===== src/rtl/mux_rr_arbiter_pkg.sv =====
// Shared types and helpers for the round-robin mux arbiter.
// Holds the state encoding, the requester count and the winner-pick function.
package mux_rr_arbiter_pkg;

  localparam int NREQ = 4;
  localparam int SELW = 2;

  typedef enum logic {
    IDLE  = 1'b0,
    GRANT = 1'b1
  } state_t;

  typedef struct packed {
    logic            found;
    logic [SELW-1:0] idx;
  } rr_pick_t;

  // The scan runs from the far end back toward ptr, so the last hit is the closest one.
  function automatic rr_pick_t rr_pick(input logic [NREQ-1:0] req, input logic [SELW-1:0] ptr);
    rr_pick_t        res;
    logic [SELW-1:0] cand;
    res = '0;
    for (int i = NREQ - 1; i >= 0; i--) begin
      cand = ptr + SELW'(i);
      if (req[cand]) begin
        res.found = 1'b1;
        res.idx   = cand;
      end
    end
    return res;
  endfunction

  function automatic logic [NREQ-1:0] onehot(input logic [SELW-1:0] idx);
    return NREQ'(1) << idx;
  endfunction

endpackage


===== src/rtl/mux_rr_arbiter_if.sv =====
// Requester-side bus of the shared mux: requests and data in, grant, select and sample out.
// master = requester front-ends, slave = arbiter.
interface mux_rr_arbiter_if
  import mux_rr_arbiter_pkg::*;
#(
  parameter int DW = 1
);
  logic [NREQ-1:0]    req;
  logic [NREQ*DW-1:0] din;
  logic [NREQ-1:0]    grant;
  logic [SELW-1:0]    select;
  logic [DW-1:0]      dout;
  logic               valid;

  modport master (output req, din, input grant, select, dout, valid);
  modport slave  (input req, din, output grant, select, dout, valid);
endinterface


===== src/rtl/mux_rr_arbiter_mux.sv =====
// Existing single-bit 4:1 mux shared by the requesters.
module mux_rr_arbiter_mux
  import mux_rr_arbiter_pkg::*;
(
  input  logic [NREQ-1:0] i_d,
  input  logic [SELW-1:0] i_sel,
  output logic            o_y
);
  assign o_y = i_d[i_sel];
endmodule


===== src/rtl/mux_rr_arbiter.sv =====
// Round-robin arbiter owning the shared 4:1 mux; grants are capped at MAX_HOLD samples.
// The selected data is registered into dout with a valid strobe.
module mux_rr_arbiter
  import mux_rr_arbiter_pkg::*;
#(
  parameter int DW       = 1,
  parameter int MAX_HOLD = 4
)(
  input  logic           clk,
  input  logic           rst_n,
  mux_rr_arbiter_if.slave bus
);
  localparam logic [7:0] MAX_HOLD_C = 8'(MAX_HOLD);

  state_t          r_state, w_state_nxt;
  logic [NREQ-1:0] r_grant, w_grant_nxt;
  logic [SELW-1:0] r_select, w_select_nxt;
  logic [DW-1:0]   r_dout, w_dout_nxt;
  logic            r_valid, w_valid_nxt;
  logic [SELW-1:0] r_ptr, w_ptr_nxt;
  logic [7:0]      r_hold_cnt, w_hold_nxt;

  logic [DW-1:0]   w_mux;
  logic [7:0]      w_hold_inc;
  logic [SELW-1:0] w_ptr_after;
  rr_pick_t        w_pick_idle, w_pick_end;

  for (genvar b = 0; b < DW; b++) begin : g_bit
    logic [NREQ-1:0] w_bits;
    always_comb begin
      w_bits = '0;
      for (int i = 0; i < NREQ; i++) w_bits[i] = bus.din[i*DW + b];
    end
    mux_rr_arbiter_mux u_mux (
      .i_d   (w_bits),
      .i_sel (r_select),
      .o_y   (w_mux[b])
    );
  end

  assign w_hold_inc  = r_hold_cnt + 8'd1;
  assign w_ptr_after = r_select + SELW'(1);
  assign w_pick_idle = rr_pick(bus.req, r_ptr);
  assign w_pick_end  = rr_pick(bus.req, w_ptr_after);

  always_ff @(posedge clk or negedge rst_n) begin
    if (!rst_n) begin
      r_state    <= IDLE;
      r_grant    <= '0;
      r_select   <= '0;
      r_dout     <= '0;
      r_valid    <= 1'b0;
      r_ptr      <= '0;
      r_hold_cnt <= '0;
    end else begin
      r_state    <= w_state_nxt;
      r_grant    <= w_grant_nxt;
      r_select   <= w_select_nxt;
      r_dout     <= w_dout_nxt;
      r_valid    <= w_valid_nxt;
      r_ptr      <= w_ptr_nxt;
      r_hold_cnt <= w_hold_nxt;
    end
  end

  always_comb begin
    logic end_grant;
    end_grant    = 1'b0;
    w_state_nxt  = r_state;
    w_grant_nxt  = r_grant;
    w_select_nxt = r_select;
    w_dout_nxt   = r_dout;
    w_valid_nxt  = r_valid;
    w_ptr_nxt    = r_ptr;
    w_hold_nxt   = r_hold_cnt;
    case (r_state)
      IDLE: begin
        w_valid_nxt = 1'b0;
        if (w_pick_idle.found) begin
          w_grant_nxt  = onehot(w_pick_idle.idx);
          w_select_nxt = w_pick_idle.idx;
          w_hold_nxt   = '0;
          w_state_nxt  = GRANT;
        end
      end
      GRANT: begin
        if (bus.req[r_select]) begin
          w_dout_nxt  = w_mux;
          w_valid_nxt = 1'b1;
          w_hold_nxt  = w_hold_inc;
          end_grant   = (w_hold_inc == MAX_HOLD_C);
        end else begin
          w_valid_nxt = 1'b0;
          end_grant   = 1'b1;
        end
        // Re-arbitrate on the same edge so a handover costs no idle cycle.
        if (end_grant) begin
          w_ptr_nxt = w_ptr_after;
          if (w_pick_end.found) begin
            w_grant_nxt  = onehot(w_pick_end.idx);
            w_select_nxt = w_pick_end.idx;
            w_hold_nxt   = '0;
          end else begin
            w_grant_nxt = '0;
            w_state_nxt = IDLE;
          end
        end
      end
      default: w_state_nxt = IDLE;
    endcase
  end

  always_comb begin
    bus.grant  = r_grant;
    bus.select = r_select;
    bus.dout   = r_dout;
    bus.valid  = r_valid;
  end

endmodule


===== src/flat_wrapper.sv =====
// flat-port wrapper written by rule: the top's interface ports become plain ports
module mux_rr_arbiter_flat import mux_rr_arbiter_pkg::*;
#(
  parameter int DW       = 1,
  parameter int MAX_HOLD = 4
)
  (clk, rst_n, bus_req, bus_din, bus_grant, bus_select, bus_dout, bus_valid);
  mux_rr_arbiter_if #(.DW(DW)) bus_i ();
  input  logic clk;
  input  logic rst_n;
  input wire logic [$bits(bus_i.req)-1:0] bus_req;
  input wire logic [$bits(bus_i.din)-1:0] bus_din;
  output wire logic [$bits(bus_i.grant)-1:0] bus_grant;
  output wire logic [$bits(bus_i.select)-1:0] bus_select;
  output wire logic [$bits(bus_i.dout)-1:0] bus_dout;
  output wire logic [$bits(bus_i.valid)-1:0] bus_valid;
  assign bus_i.req = bus_req;
  assign bus_i.din = bus_din;
  assign bus_grant = bus_i.grant;
  assign bus_select = bus_i.select;
  assign bus_dout = bus_i.dout;
  assign bus_valid = bus_i.valid;
  mux_rr_arbiter #(.DW(DW), .MAX_HOLD(MAX_HOLD)) u_core (.clk(clk), .rst_n(rst_n), .bus(bus_i));
endmodule

===== config.mk =====
export PLATFORM = sky130hd
export DESIGN_NAME = mux_rr_arbiter_flat
export DESIGN_NICKNAME = d
export VERILOG_FILES = /design/src/rtl/mux_rr_arbiter_pkg.sv /design/src/rtl/mux_rr_arbiter_if.sv /design/src/rtl/mux_rr_arbiter_mux.sv /design/src/rtl/mux_rr_arbiter.sv /design/src/flat_wrapper.sv
export SDC_FILE = /design/constraint.sdc
export NUM_CORES = 1
export LEC_CHECK = 0
export BUFFER_PORTS_ARGS = -buffer_cell sky130_fd_sc_hd__buf_2
export CAP_MARGIN = 15
export CORE_MARGIN = 5
export CORE_UTILIZATION = 45
export DETAILED_ROUTE_END_ITERATION = 8
export PLACE_DENSITY_LB_ADDON = 0.1
export REMOVE_ABC_BUFFERS = 1
export SETUP_SLACK_MARGIN = 0.02
export SLEW_MARGIN = 25
export SYNTH_ARGS = -nofsm -noshare
export SYNTH_HDL_FRONTEND = slang
export SYNTH_SLANG_ARGS = --single-unit

===== constraint.sdc =====
create_clock -name clk -period 5.5 [get_ports clk]
set_input_delay 0.55 -clock clk [delete_from_list [all_inputs] [get_ports clk]]
set_output_delay 0.55 -clock clk [all_outputs]
set_load 0.01 [all_outputs]

Word-level counts from Yosys, hierarchy flattened --
Index checks and enable logic that the tools add are counted.
Operators by class: $add $sub $neg 8, $lt $le $gt $ge 9, equality and inequality tests 4, shift operators 2, muxes and demuxes 49, bitwise gates (word level) 1, reductions and logical operators 4
Operators with widths (number):
- two-way mux 8 bit | 4
- < comparator 2 x 3 -> 1 bit, second input constant | 9
- two-way mux 3 bit | 8
- binary-select mux 1 bit (select 2 bit) | 10
- two-way mux 1 bit | 16
- one-hot mux 8 bit (2 select lines) | 1
- two-way mux 4 bit | 3
- adder 2 bit, second input constant | 4
- adder 8 x 1 -> 8 bit, second input constant | 1
- == test 8 x 3 -> 1 bit, second input constant | 1
- one-hot mux 4 bit (2 select lines) | 1
- << shifter 1 x 2 -> 4 bit, first input constant | 2
- adder 2 x 1 -> 2 bit, second input constant | 3
- two-way mux 2 bit | 3
- AND reduction 2 bit | 3
- inequality test 2 bit, second input constant | 2
- one-hot mux 1 bit (2 select lines) | 2
- one-hot mux 2 bit (2 select lines) | 1
- AND reduction 3 bit | 1
- inequality test 2 x 1 -> 1 bit, second input constant | 1
- NOT 1 bit | 1
Storage, ports and cells: flip-flop bits (word level) 19, input bits 10, output and inout port bits 8, logic and storage cells 84

Longest topological paths before layout --
Gate-level depths: netlist of the first run.
depth after elaboration 12, depth in mapped cells 6, depth with buffers taken out 5

By module --
From an unflattened synthesis of the first run, not the netlist that was laid out.
Unflattened totals: cell total of the unflattened synthesis 140, area total of the unflattened synthesis 1300.0 um2
By module, submodules not included:
- mux_rr_arbiter | times used 1, cells each 139, area each 1277.5 um2, seq. area each 475.5 um2
- mux_rr_arbiter_mux | times used 1, cells each 1, area each 22.5 um2, seq. area each 0.0 um2

Least setup slack after synthesis of the first run --
OpenSTA, ideal clock, no wires.
path kind input to register, start in bus_req[0], end reg u_core.r_grant[0] (netlist: u_core.bus.grant[0]), setup time 125 ps, arrival time 1897 ps, required time 5375 ps, setup slack 3478 ps, cell stages on the path 6, path buffers 1, cells stage by stage buf_6 -> mux4_2 -> nand2_2 -> inv_2 -> a21oi_4 -> mux2_4
On the way: longest elaborated chain between the ends 10, elaborated cells between the ends (all ways) 37, classes of those cells 2 x eq/ne; 2 x shift; 32 x mux; 1 x reduce/logical
Ends and longest elaborated chain:
- from (decl) | RTL line flat_wrapper.sv:11 | input wire logic [$bits(bus_i.req)-1:0] bus_req;
- binary-select mux 1 bit (select 2 bit) | RTL line mux_rr_arbiter_pkg.sv:25 | if (req[cand]) begin
- two-way mux 1 bit (not written as such) | RTL line mux_rr_arbiter_pkg.sv:25
- two-way mux 3 bit (4 in series) | RTL line mux_rr_arbiter_pkg.sv:25
- << shifter 1 x 2 -> 4 bit | RTL line mux_rr_arbiter_pkg.sv:34 | return NREQ'(1) << idx;
- two-way mux 4 bit | RTL line mux_rr_arbiter.sv:99 | if (w_pick_end.found) begin
- two-way mux 4 bit | RTL line mux_rr_arbiter.sv:97 | if (end_grant) begin
- one-hot mux 4 bit (2 select lines) | RTL line mux_rr_arbiter.sv:76 | case (r_state)
- to (signal assigned) | RTL line mux_rr_arbiter.sv:57 | r_grant <= w_grant_nxt;
- to (decl) | RTL line mux_rr_arbiter.sv:16 | logic [NREQ-1:0] r_grant, w_grant_nxt;
Parallel ways exist; a longest one is shown, timed or not. The select of a mux whose other input is x is not followed. A chain may end at the register's enable or synchronous reset.

Worst setup path in the final report of the first run --
start reg u_core.r_select[1] (netlist: u_core.bus.select[1]), end reg u_core.r_select[1] (netlist: u_core.bus.select[1])
On the way: longest elaborated chain between the ends 11, elaborated cells between the ends (all ways) 26, classes of those cells 4 x add/sub; 2 x eq/ne; 19 x mux; 1 x reduce/logical
Ends and longest elaborated chain:
- from (decl) | RTL line mux_rr_arbiter.sv:17 | logic [SELW-1:0] r_select, w_select_nxt;
- from (signal assigned) | RTL line mux_rr_arbiter.sv:58 | r_select <= w_select_nxt;
- adder 2 x 1 -> 2 bit | RTL line mux_rr_arbiter.sv:42 | assign w_ptr_after = r_select + SELW'(1);
- adder 2 bit | RTL line mux_rr_arbiter_pkg.sv:24 | cand = ptr + SELW'(i);
- binary-select mux 1 bit (select 2 bit) | RTL line mux_rr_arbiter_pkg.sv:25
- two-way mux 1 bit (not written as such) | RTL line mux_rr_arbiter_pkg.sv:25
- two-way mux 3 bit (4 in series) | RTL line mux_rr_arbiter_pkg.sv:25
- two-way mux 2 bit | RTL line mux_rr_arbiter.sv:99
- two-way mux 2 bit | RTL line mux_rr_arbiter.sv:97
- one-hot mux 2 bit (2 select lines) | RTL line mux_rr_arbiter.sv:76
Parallel ways exist; a longest one is shown, timed or not. The select of a mux whose other input is x is not followed.

==> qor.csv, run 1 <==
metric,value,unit
max-cap viol count,0,
Final Total Pwr,0.000646,W
Rows,19,
post-synthesis cell area,1280,sq um
filler cell count,259,
nets,151,
max incr delay on CP,0.65,ns
worst vdd ir,224,uV
estimated wirelength of the detail-placed design,2060,um
"count leader, synth",dfrtp_1,
r2r setup slk,3.30,ns
Synth top cells by count,"19 x dfrtp_1, 11 x nor2_1, 9 x nand2_1",
Post-synth EDFFs,0,
residual DRC count,0,
clock power share,11.2,%
async set-reset flop share out of synthesis,100,%
hold crit path type,input port to async pin,
die height,63.3,um
final cell utilization of the core,51.1,%
Worst-Margin Slew,0.558,ns
ratio of cells with drive above 1 in the final layout,28.3,%
Crit path max-delay family,multiplexers,
vias in the first global route,1029,
Power Density,462,nW/um^2
die area,4010,sq um
Tot GR Track Use,15.1,%
P_int,0.000382,W
Clock Latency Late Sink,0.31,ns
final global-route overflow total,0,
Starting Density,46.8,%
# setup viols final,0,
die width,63.3,um
Worst setup EP type,flip-flop,
Total Routed Length,2780,um
worst setup path class,flip-flop to flip-flop,
synth-to-layout area growth,9.19,%
Crit-path slowest cell,dfrtp_1,
post-route insts no fill,169,
Net Sw Power,0.000265,W
final hold violations,0,
PostCTS Resize Cnt,0,
ant diodes,0,
"CTS clk-pin slew, worst paths",0.12,ns
clock sinks,19,
Leak,0.629,nW
Netlist cell types,46,
vias per inst,6.02,
Final Cycle Share,40.0,%
r2r endpoint,u_core.bus.select[1],
Buf/Inv on CP,1,
largest net degree at the start of global routing,20,
Post-CTS Setup Inserts,0,
critical path data required time,5.69,ns
maximum clock frequency,455,MHz
TritonRoute pass-1 iters,4,
Mapped Avg Cell Area,10.4,sq um
Synth Instances,123,
DR WL/cell,16.5,um
register area share after synthesis,37.1,%
Slew Limit Fails,0,
status,"complete, no violations",
crit-path max FO,14,
core area,2730,sq um
PortBufs,17,
CTS Buf Count,3,
htree depth,1,
Switching Fraction,41.0,%
GPL Wtd Cong,0.850,
R2R depth,5,
# IOs,18,
root buffer cell,clkbuf_4,
"flops & latches, synth",19,
Synth area leaders,"dfrtp_1 37%, mux2_4 8.2%, mux4_2 3.5%",
Synthesis Warnings,0,
Reg-to-Reg Start,u_core.bus.select[1],
overall via count from detail_route,1017,
final setup TNS,0,ns
Comb power frac,51.0,%
Synth top area share,37.1,%
CTS Hold Bufs,0,
main flop type after synthesis,dfrtp_1,
Tmin final,2.20,ns
CTS max path bufs,2,
Flop pwr share,37.9,%
Critical Path AT,2.39,ns
Rel. slew slack,62.7,%
cell taking the most area after synthesis,dfrtp_1,
first-pass GRT wire length,4930,um
initial antenna violation count,0,
crit start category,flip-flop,
RSZ-0062 raised after global routing,false,
Routed Antenna Nets,0,
Cells after DPL,165,
clock skew,0.0181,ns
number of DRC markers in iteration 0,50,
final worst slack,3.30,ns
worst path cell trace,"mux4_2, nand2_2, inv_2, a21oi_4, mux2_4",
dpl ws,3.29,ns
CTS tree,yes,
-- cells by family (layout without fill, tap and decap cells) --
kind of cell / Yosys count / count (layout) / synth area share, %
AOI/OAI and AO/OA: 33 / 33 / 21.1
xor gates and xnor gates: 5 / 5 / 3.42
adders and majority gates: 2 / 2 / 1.95
buffers and inverters: 10 / 25 / 3.81
DFF: 19 / 19 / 37.1
muxes: 11 / 11 / 13.3
and+or+nand+nor: 43 / 43 / 19.3
-- how the worst max path moves through the flow --
stage | start | to | slack, ns | cells after the start
CTS | u_core.bus.select[1] | u_core.bus.select[0] | 3.29 | 5
finish | u_core.bus.select[1] | u_core.bus.select[1] | 3.30 | 5
global route | u_core.bus.select[1] | u_core.bus.select[1] | 3.17 | 5
global placement | bus_req[3] | u_core.bus.grant[2] | 3.31 | 6
floorplan | u_core.bus.select[1] | u_core.bus.grant[0] | 3.45 | 5
detailed placement | bus_req[1] | u_core.bus.grant[1] | 3.29 | 6
-- per-stage QoR --
| stage | instance area (sq um) | hold slack [ns] |
|---|---|---|
| 2_1_floorplan | 1250 | 0.254 |
| 3_3_place_gp | 1370 | 0.491 |
| 3_5_place_dp | 1370 | 0.490 |
| 4_1_cts | 1400 | 0.165 |
| 5_1_grt | 1400 | 0.179 |
| 6_report | 1400 | 0.151 |
-- cells in the final DEF (no fill, tap or decap), types with 2 or more instances in the layout --
cell / n
a21o_1: 2
a21oi_1: 4
a21oi_4: 2
a31oi_1: 2
buf_2: 17
clkbuf_4: 3
dfrtp_1: 19
ha_1: 2
inv_1: 3
mux2_4: 7
mux2i_1: 2
mux4_2: 2
nand2_1: 9
nand2b_1: 4
nand3_1: 2
nand3b_1: 2
nand4_1: 3
nor2_1: 11
nor2b_1: 2
nor3_1: 2
o21ai_0: 8
o32ai_1: 3
xor2_1: 4
-- sequential cells by signal, indices dropped and copies added (netlist names) --
| name | cells |
|---|---|
| u_core.bus.dout | 1 |
| u_core.r_ptr | 2 |
| u_core.r_hold_cnt | 8 |
| u_core.r_state | 1 |
| u_core.bus.grant | 4 |
| u_core.bus.select | 2 |
| u_core.bus.valid | 1 |
-- worst register-to-register path, cell delays in order (launching register included) --
cell and delay (ns):
dfrtp_1 0.65, mux4_2 0.63, nand2_2 0.14, inv_2 0.12, a21oi_4 0.24, mux2_4 0.32
-- layout make-up --
| cell class | count | area, sq um | area share [%] |
|---|---|---|---|
| clock inverters | 1 | 5.00 | 0.358 |
| well taps | 31 | 38.8 | 2.78 |
| inverters | 4 | 15.0 | 1.07 |
| multi-input cells | 94 | 756 | 54.1 |
| clock buffers | 3 | 22.5 | 1.61 |
| flip-flops and latches | 19 | 475 | 34.0 |
| repair buffers | 17 | 85.1 | 6.09 |
-- routing by layer --
| metal | wire (um) | share of wire [%] | track usage [%] |
|---|---|---|---|
| met1 | 1260 | 45 | 18.9 |
| met2 | 1330 | 48 | 24.9 |
| met3 | 152 | 5.5 | 3.91 |
| met4 | 42 | 1.5 | 5.45 |
| met5 | 0 | 0 | 0 |
-- power groups by stage --
stage	clock (W)	combinational [W]	sequential [W]
CTS	0.0000737	0.000331	0.000246
global placement	0	0.000326	0.000246
global route	0.0000813	0.000366	0.000255
floorplan	0	0.000242	0.000246
finish	0.0000721	0.000329	0.000245
detailed placement	0	0.000330	0.000248
No activity file was read; power rests on OpenSTA's default activity.
==> run 2: changes to the inputs <==
clock period = 2 ns   (was 5.5 ns; I/O delays follow)
==> qor.csv, run 2 (synthesis results as in run 1) <==
metric,value,unit,change
htree depth,1,,unchanged
residual DRC count,0,,unchanged
ant diodes,0,,unchanged
"Most flops, register",u_core.r_hold_cnt,,unchanged
Worst-Margin Slew,0.419,ns,was 0.558 ns
hold path depth,4,,
Final Cycle Share,94.7,%,was 40.0%
GPL Wtd Cong,0.844,,was 0.850
"CTS clk-pin slew, worst paths",0.11,ns,was 0.12 ns
Starting Density,46.8,%,unchanged
die area,4010,sq um,unchanged
PortBufs,17,,unchanged
vias per inst,5.82,,was 6.02
Total Routed Length,2900,um,was 2780 um
Leak,0.694,nW,was 0.629 nW
crit start category,flip-flop,,unchanged
core area,2730,sq um,unchanged
overall via count from detail_route,1054,,was 1017
maximum clock frequency,528,MHz,was 455 MHz
die width,63.3,um,unchanged
Routed Antenna Nets,0,,unchanged
DR WL/cell,16.0,um,was 16.5 um
worst setup path class,flip-flop to flip-flop,,unchanged
synth-to-layout area growth,18.0,%,was 9.19%
crit-path max FO,7,,was 14
Rel. slew slack,72.1,%,was 62.7%
max-cap viol count,0,,unchanged
number of flip-flops in the largest register,8,,unchanged
# IOs,18,,unchanged
# setup viols final,0,,unchanged
Cells after DPL,174,,was 165
initial antenna violation count,0,,unchanged
most frequent cells in the layout,"18 x dfrtp_1, 17 x buf_2, 10 x nor2_1, 10 x buf_4, 9 x nand2_1",,"was 19 x dfrtp_1, 17 x buf_2, 11 x nor2_1, 9 x nand2_1, 8 x o21ai_0"
max incr delay on CP,0.45,ns,was 0.65 ns
critical path data required time,2.18,ns,was 5.69 ns
final hold violations,0,,unchanged
Rows,19,,unchanged
number of DRC markers in iteration 0,30,,was 50
R2R depth,6,,was 5
worst vdd ir,783,uV,was 224 uV
"commonest non-fill, non-tap cell in the layout",dfrtp_1,,unchanged
CTS tree,yes,,unchanged
Crit-path slowest cell,dfrtp_2,,was dfrtp_1
root buffer cell,clkbuf_4,,unchanged
CTS Buf Count,3,,unchanged
Tot GR Track Use,15.0,%,was 15.1%
Clock Latency Late Sink,0.30,ns,was 0.31 ns
WP depth,6,,was 5
ratio of cells with drive above 1 in the final layout,34.7,%,was 28.3%
first-pass GRT wire length,4790,um,was 4930 um
Critical Path AT,2.07,ns,was 2.39 ns
Tmin final,1.89,ns,was 2.20 ns
Crit path max-delay family,flip-flops,,was multiplexers
TritonRoute pass-1 iters,4,,unchanged
final global-route overflow total,0,,unchanged
vias in the first global route,1018,,was 1029
Worst setup EP type,flip-flop,,unchanged
Buf/Inv on CP,1,,unchanged
final cell utilization of the core,55.2,%,was 51.1%
RSZ-0062 raised after global routing,false,,unchanged
clock skew,0.0140,ns,was 0.0181 ns
nets,163,,was 151
CTS max path bufs,2,,unchanged
die height,63.3,um,unchanged
Slew Limit Fails,0,,unchanged
worst path cell trace,"ha_1, xor2_1, o311ai_4, buf_12, a21oi_4, mux2_4",,"was mux4_2, nand2_2, inv_2, a21oi_4, mux2_4"
status,"complete, no violations",,unchanged
clock sinks,19,,unchanged
hold crit path type,input port to flip-flop,,was input port to async pin
post-route insts no fill,181,,was 169
Power Density,1220,nW/um^2,was 462 nW/um^2
estimated wirelength of the detail-placed design,2220,um,was 2060 um
largest net degree at the start of global routing,20,,unchanged
[run 2: changes by cell type in the layout (fill, tap and decap cells not counted)]
cell / before / now
buf_12: 0 / 1
nor3_1: 2 / 1
dfrtp_2: 0 / 1
clkbuf_1: 0 / 1
nor2_1: 11 / 10
nor3_2: 1 / 2
clkinv_2: 1 / 0
buf_4: 0 / 10
nor2_2: 0 / 1
dfrtp_1: 19 / 18
dlygate4sd3_1: 0 / 1
[run 2: final cells by class]
class	instances	area [sq um]
multi-input combinational	94	763
fill	247	1220
clock buffer	4	26.3
timing repair buffer	29	190
sequential	19	477
inverter	4	15.0
tap	31	38.8
[run 2: report_power, final]
group          switching (W)  internal, W  total (W)
Clock               0.000111    0.0000776   0.000189
Sequential          0.000120     0.000507   0.000627
Combinational       0.000494     0.000531    0.00103
[run 2: stage by stage]
stage / setup WS, ns / TNS [ns] / total power [W] / area [sq um] / hold WS (ns)
6_report: 0.107 / 0 / 0.00184 / 1510 / 0.341
5_1_grt: 0.0316 / 0 / 0.00198 / 1510 / 0.358
4_1_cts: 0.0608 / 0 / 0.00182 / 1470 / 0.344
3_5_place_dp: 0.0841 / 0 / 0.00163 / 1440 / 0.160
3_3_place_gp: 0.105 / 0 / 0.00162 / 1440 / 0.153
2_1_floorplan: -0.0474 / -0.247 / 0.00134 / 1250 / -0.0956
[run 2: metal layers]
layer | global-route usage, % | wire, um
met2 | 22.0 | 1310
met5 | 0 | 0
met1 | 21.3 | 1450
met3 | 3.73 | 94
met4 | 5.19 | 40
[run 2: timing repair]
item	4_1_cts	5_1_grt
endpoints found under the setup margin	0	7
setup buffers	0	2
hold endpoints to repair	19	0
hold buffers	1	0
resized for setup	0	3
[run 2: final timing paths]
kind	slack [ns]	startpoint	end
max	0.11	u_core.r_hold_cnt[0]	u_core.bus.grant[1]
min	0.34	bus_din[0]	u_core.bus.dout
max reg2reg	0.11	u_core.r_hold_cnt[0]	u_core.bus.grant[1]
min reg2reg	0.50	u_core.bus.dout	u_core.bus.dout
max in group asynchronous	1.31	rst_n	u_core.r_hold_cnt[0]
min in group asynchronous	0.35	rst_n	u_core.r_ptr[0]
[run 2: worst register-to-register path, stage by stage (launching register included)]
cell,delay [ns]
dfrtp_2,0.45
ha_1,0.26
xor2_1,0.23
o311ai_4,0.15
buf_12,0.16
a21oi_4,0.21
mux2_4,0.32
==> run 3: changes to the inputs <==
CORE_UTILIZATION = 30   (was 45)
==> qor.csv, run 3 (synthesis results as in run 1) <==
metric,value,unit,change
status,"complete, no violations",,unchanged
hold crit path type,input port to flip-flop,,unchanged
maximum clock frequency,525,MHz,was 528 MHz
Critical Path Start,u_core.r_hold_cnt[2],,was u_core.r_hold_cnt[0]
core area,4060,sq um,was 2730 sq um
PortBufs,17,,unchanged
worst vdd ir,411,uV,was 783 uV
Final Cycle Share,95.2,%,was 94.7%
Buf/Inv on CP,0,,was 1
max incr delay on CP,0.54,ns,was 0.45 ns
crit-path max FO,7,,unchanged
initial antenna violation count,0,,unchanged
# IOs,18,,unchanged
htree depth,1,,unchanged
most frequent cells in the layout,"17 x buf_2, 17 x dfrtp_1, 12 x buf_4, 11 x nor2_1, 9 x nand2_1",,"was 18 x dfrtp_1, 17 x buf_2, 10 x nor2_1, 10 x buf_4, 9 x nand2_1"
Crit-path slowest cell,o311ai_4,,was dfrtp_2
Power Density,1260,nW/um^2,was 1220 nW/um^2
Final Total Pwr,0.00196,W,was 0.00184 W
estimated wirelength of the detail-placed design,2360,um,was 2220 um
synth-to-layout area growth,21.4,%,was 18.0%
largest net degree at the start of global routing,20,,unchanged
number of DRC markers in iteration 0,91,,was 30
first-pass GRT wire length,5260,um,was 4790 um
R2R depth,5,,was 6
critical path data required time,2.14,ns,was 2.18 ns
GPL Wtd Cong,0.826,,was 0.844
ant diodes,0,,unchanged
"CTS clk-pin slew, worst paths",0.07,ns,was 0.11 ns
Slew Limit Fails,0,,unchanged
clock skew,0.00180,ns,was 0.0140 ns
post-route insts no fill,201,,was 181
die width,75.3,um,was 63.3 um
r2r setup slk,0.1,ns,was 0.11 ns
worst path cell trace,"nand4_1, nor2_1, o311ai_4, a21oi_4, mux2_4",,"was ha_1, xor2_1, o311ai_4, buf_12, a21oi_4, mux2_4"
TritonRoute pass-1 iters,4,,unchanged
CTS Buf Count,3,,unchanged
Worst setup EP type,flip-flop,,unchanged
Cells after DPL,195,,was 174
number of flip-flops in the largest register,8,,unchanged
RSZ-0062 raised after global routing,false,,unchanged
DR WL/cell,15.4,um,was 16.0 um
"Most flops, register",u_core.r_hold_cnt,,unchanged
Worst-Margin Slew,0.546,ns,was 0.419 ns
CTS tree,yes,,unchanged
clock sinks,19,,unchanged
Rel. slew slack,63.5,%,was 72.1%
hold path depth,4,,unchanged
Tot GR Track Use,12.3,%,was 15.0%
residual DRC count,0,,unchanged
vias per inst,5.24,,was 5.82
Total Routed Length,3100,um,was 2900 um
final hold violations,0,,unchanged
Clock Latency Late Sink,0.25,ns,was 0.30 ns
max-cap viol count,0,,unchanged
WP depth,5,,was 6
overall via count from detail_route,1053,,was 1054
Starting Density,31.5,%,was 46.8%
Crit path max-delay family,compound AO/OA/AOI/OAI gates,,was flip-flops
final setup TNS,0,ns,unchanged
die height,75.3,um,was 63.3 um
critical path capture point,u_core.bus.grant[1],,unchanged
Tmin final,1.90,ns,was 1.89 ns
worst setup path class,flip-flop to flip-flop,,unchanged
CTS max path bufs,2,,unchanged
die area,5670,sq um,was 4010 sq um
Leak,0.699,nW,was 0.694 nW
Rows,23,,was 19
final global-route overflow total,0,,unchanged
root buffer cell,clkbuf_8,,was clkbuf_4
Critical Path AT,2.05,ns,was 2.07 ns
nets,164,,was 163
Routed Antenna Nets,0,,unchanged
# setup viols final,0,,unchanged
vias in the first global route,1076,,was 1018
ratio of cells with drive above 1 in the final layout,35.8,%,was 34.7%
Reg-to-Reg Start,u_core.r_hold_cnt[2],,was u_core.r_hold_cnt[0]
r2r endpoint,u_core.bus.grant[1],,unchanged
crit start category,flip-flop,,unchanged
==> run 3: how the worst min path moves through the flow <==
stage | endpoint | slack, ns | startpoint
finish | u_core.bus.dout | 0.39 | bus_din[0]
global route | u_core.bus.dout | 0.41 | bus_din[3]
CTS | u_core.bus.dout | 0.40 | bus_din[0]
detailed placement | u_core.r_hold_cnt[5] | 0.18 | rst_n
global placement | u_core.r_hold_cnt[6] | 0.17 | rst_n
floorplan | u_core.bus.dout | -0.1 | rst_n
==> run 3: power by group <==
group | leakage [nW] | total [W] | switching [W] | internal, W
Sequential | 0.238 | 0.000635 | 0.000126 | 0.000509
Clock | 0.0228 | 0.000271 | 0.000130 | 0.000142
Combinational | 0.438 | 0.00106 | 0.000516 | 0.000543
Total | 0.699 | 0.00196 | 0.000771 | 0.00119
==> run 3: metal layers <==
metal	share of wire, %	GRT usage, %
met5	0	0
met4	1.7	5.44
met3	2.6	1.98
met2	49	19.9
met1	47	16.2
==> run 3: cell type report <==
type | count | area (sq um)
multi-input cells | 94 | 768
fillers | 402 | 2500
repair buffers | 30 | 185
clock buffers | 4 | 45.0
flip-flops and latches | 19 | 478
inverters | 4 | 15.0
well taps | 50 | 62.6
==> run 3: metrics by stage <==
| step | setup WS (ns) | util (%) | cell area (sq um) | hold WS [ns] |
|---|---|---|---|---|
| 3_5_place_dp | 0.0609 | 36.4 | 1480 | 0.175 |
| 2_1_floorplan | -0.0474 | - | 1250 | -0.0956 |
| 3_3_place_gp | 0.0851 | 36.4 | 1480 | 0.172 |
| 4_1_cts | 0.0537 | 37.7 | 1530 | 0.403 |
| 5_1_grt | 0.0225 | 38.3 | 1550 | 0.411 |
| 6_report | 0.0963 | 38.3 | 1550 | 0.387 |
==> run 3: worst min-delay path, cell delays in order <==
cell and delay, ns:
buf_2 0.07, mux4_2 0.23, nand2_1 0.06, nand2_1 0.05
==> run 3: timing repair <==
action	in CTS	in global routing
resized for setup	0	4
hold endpoints to repair	19	0
hold buffers	1	0
endpoints found under the setup margin	0	6
buffers inserted	0	1
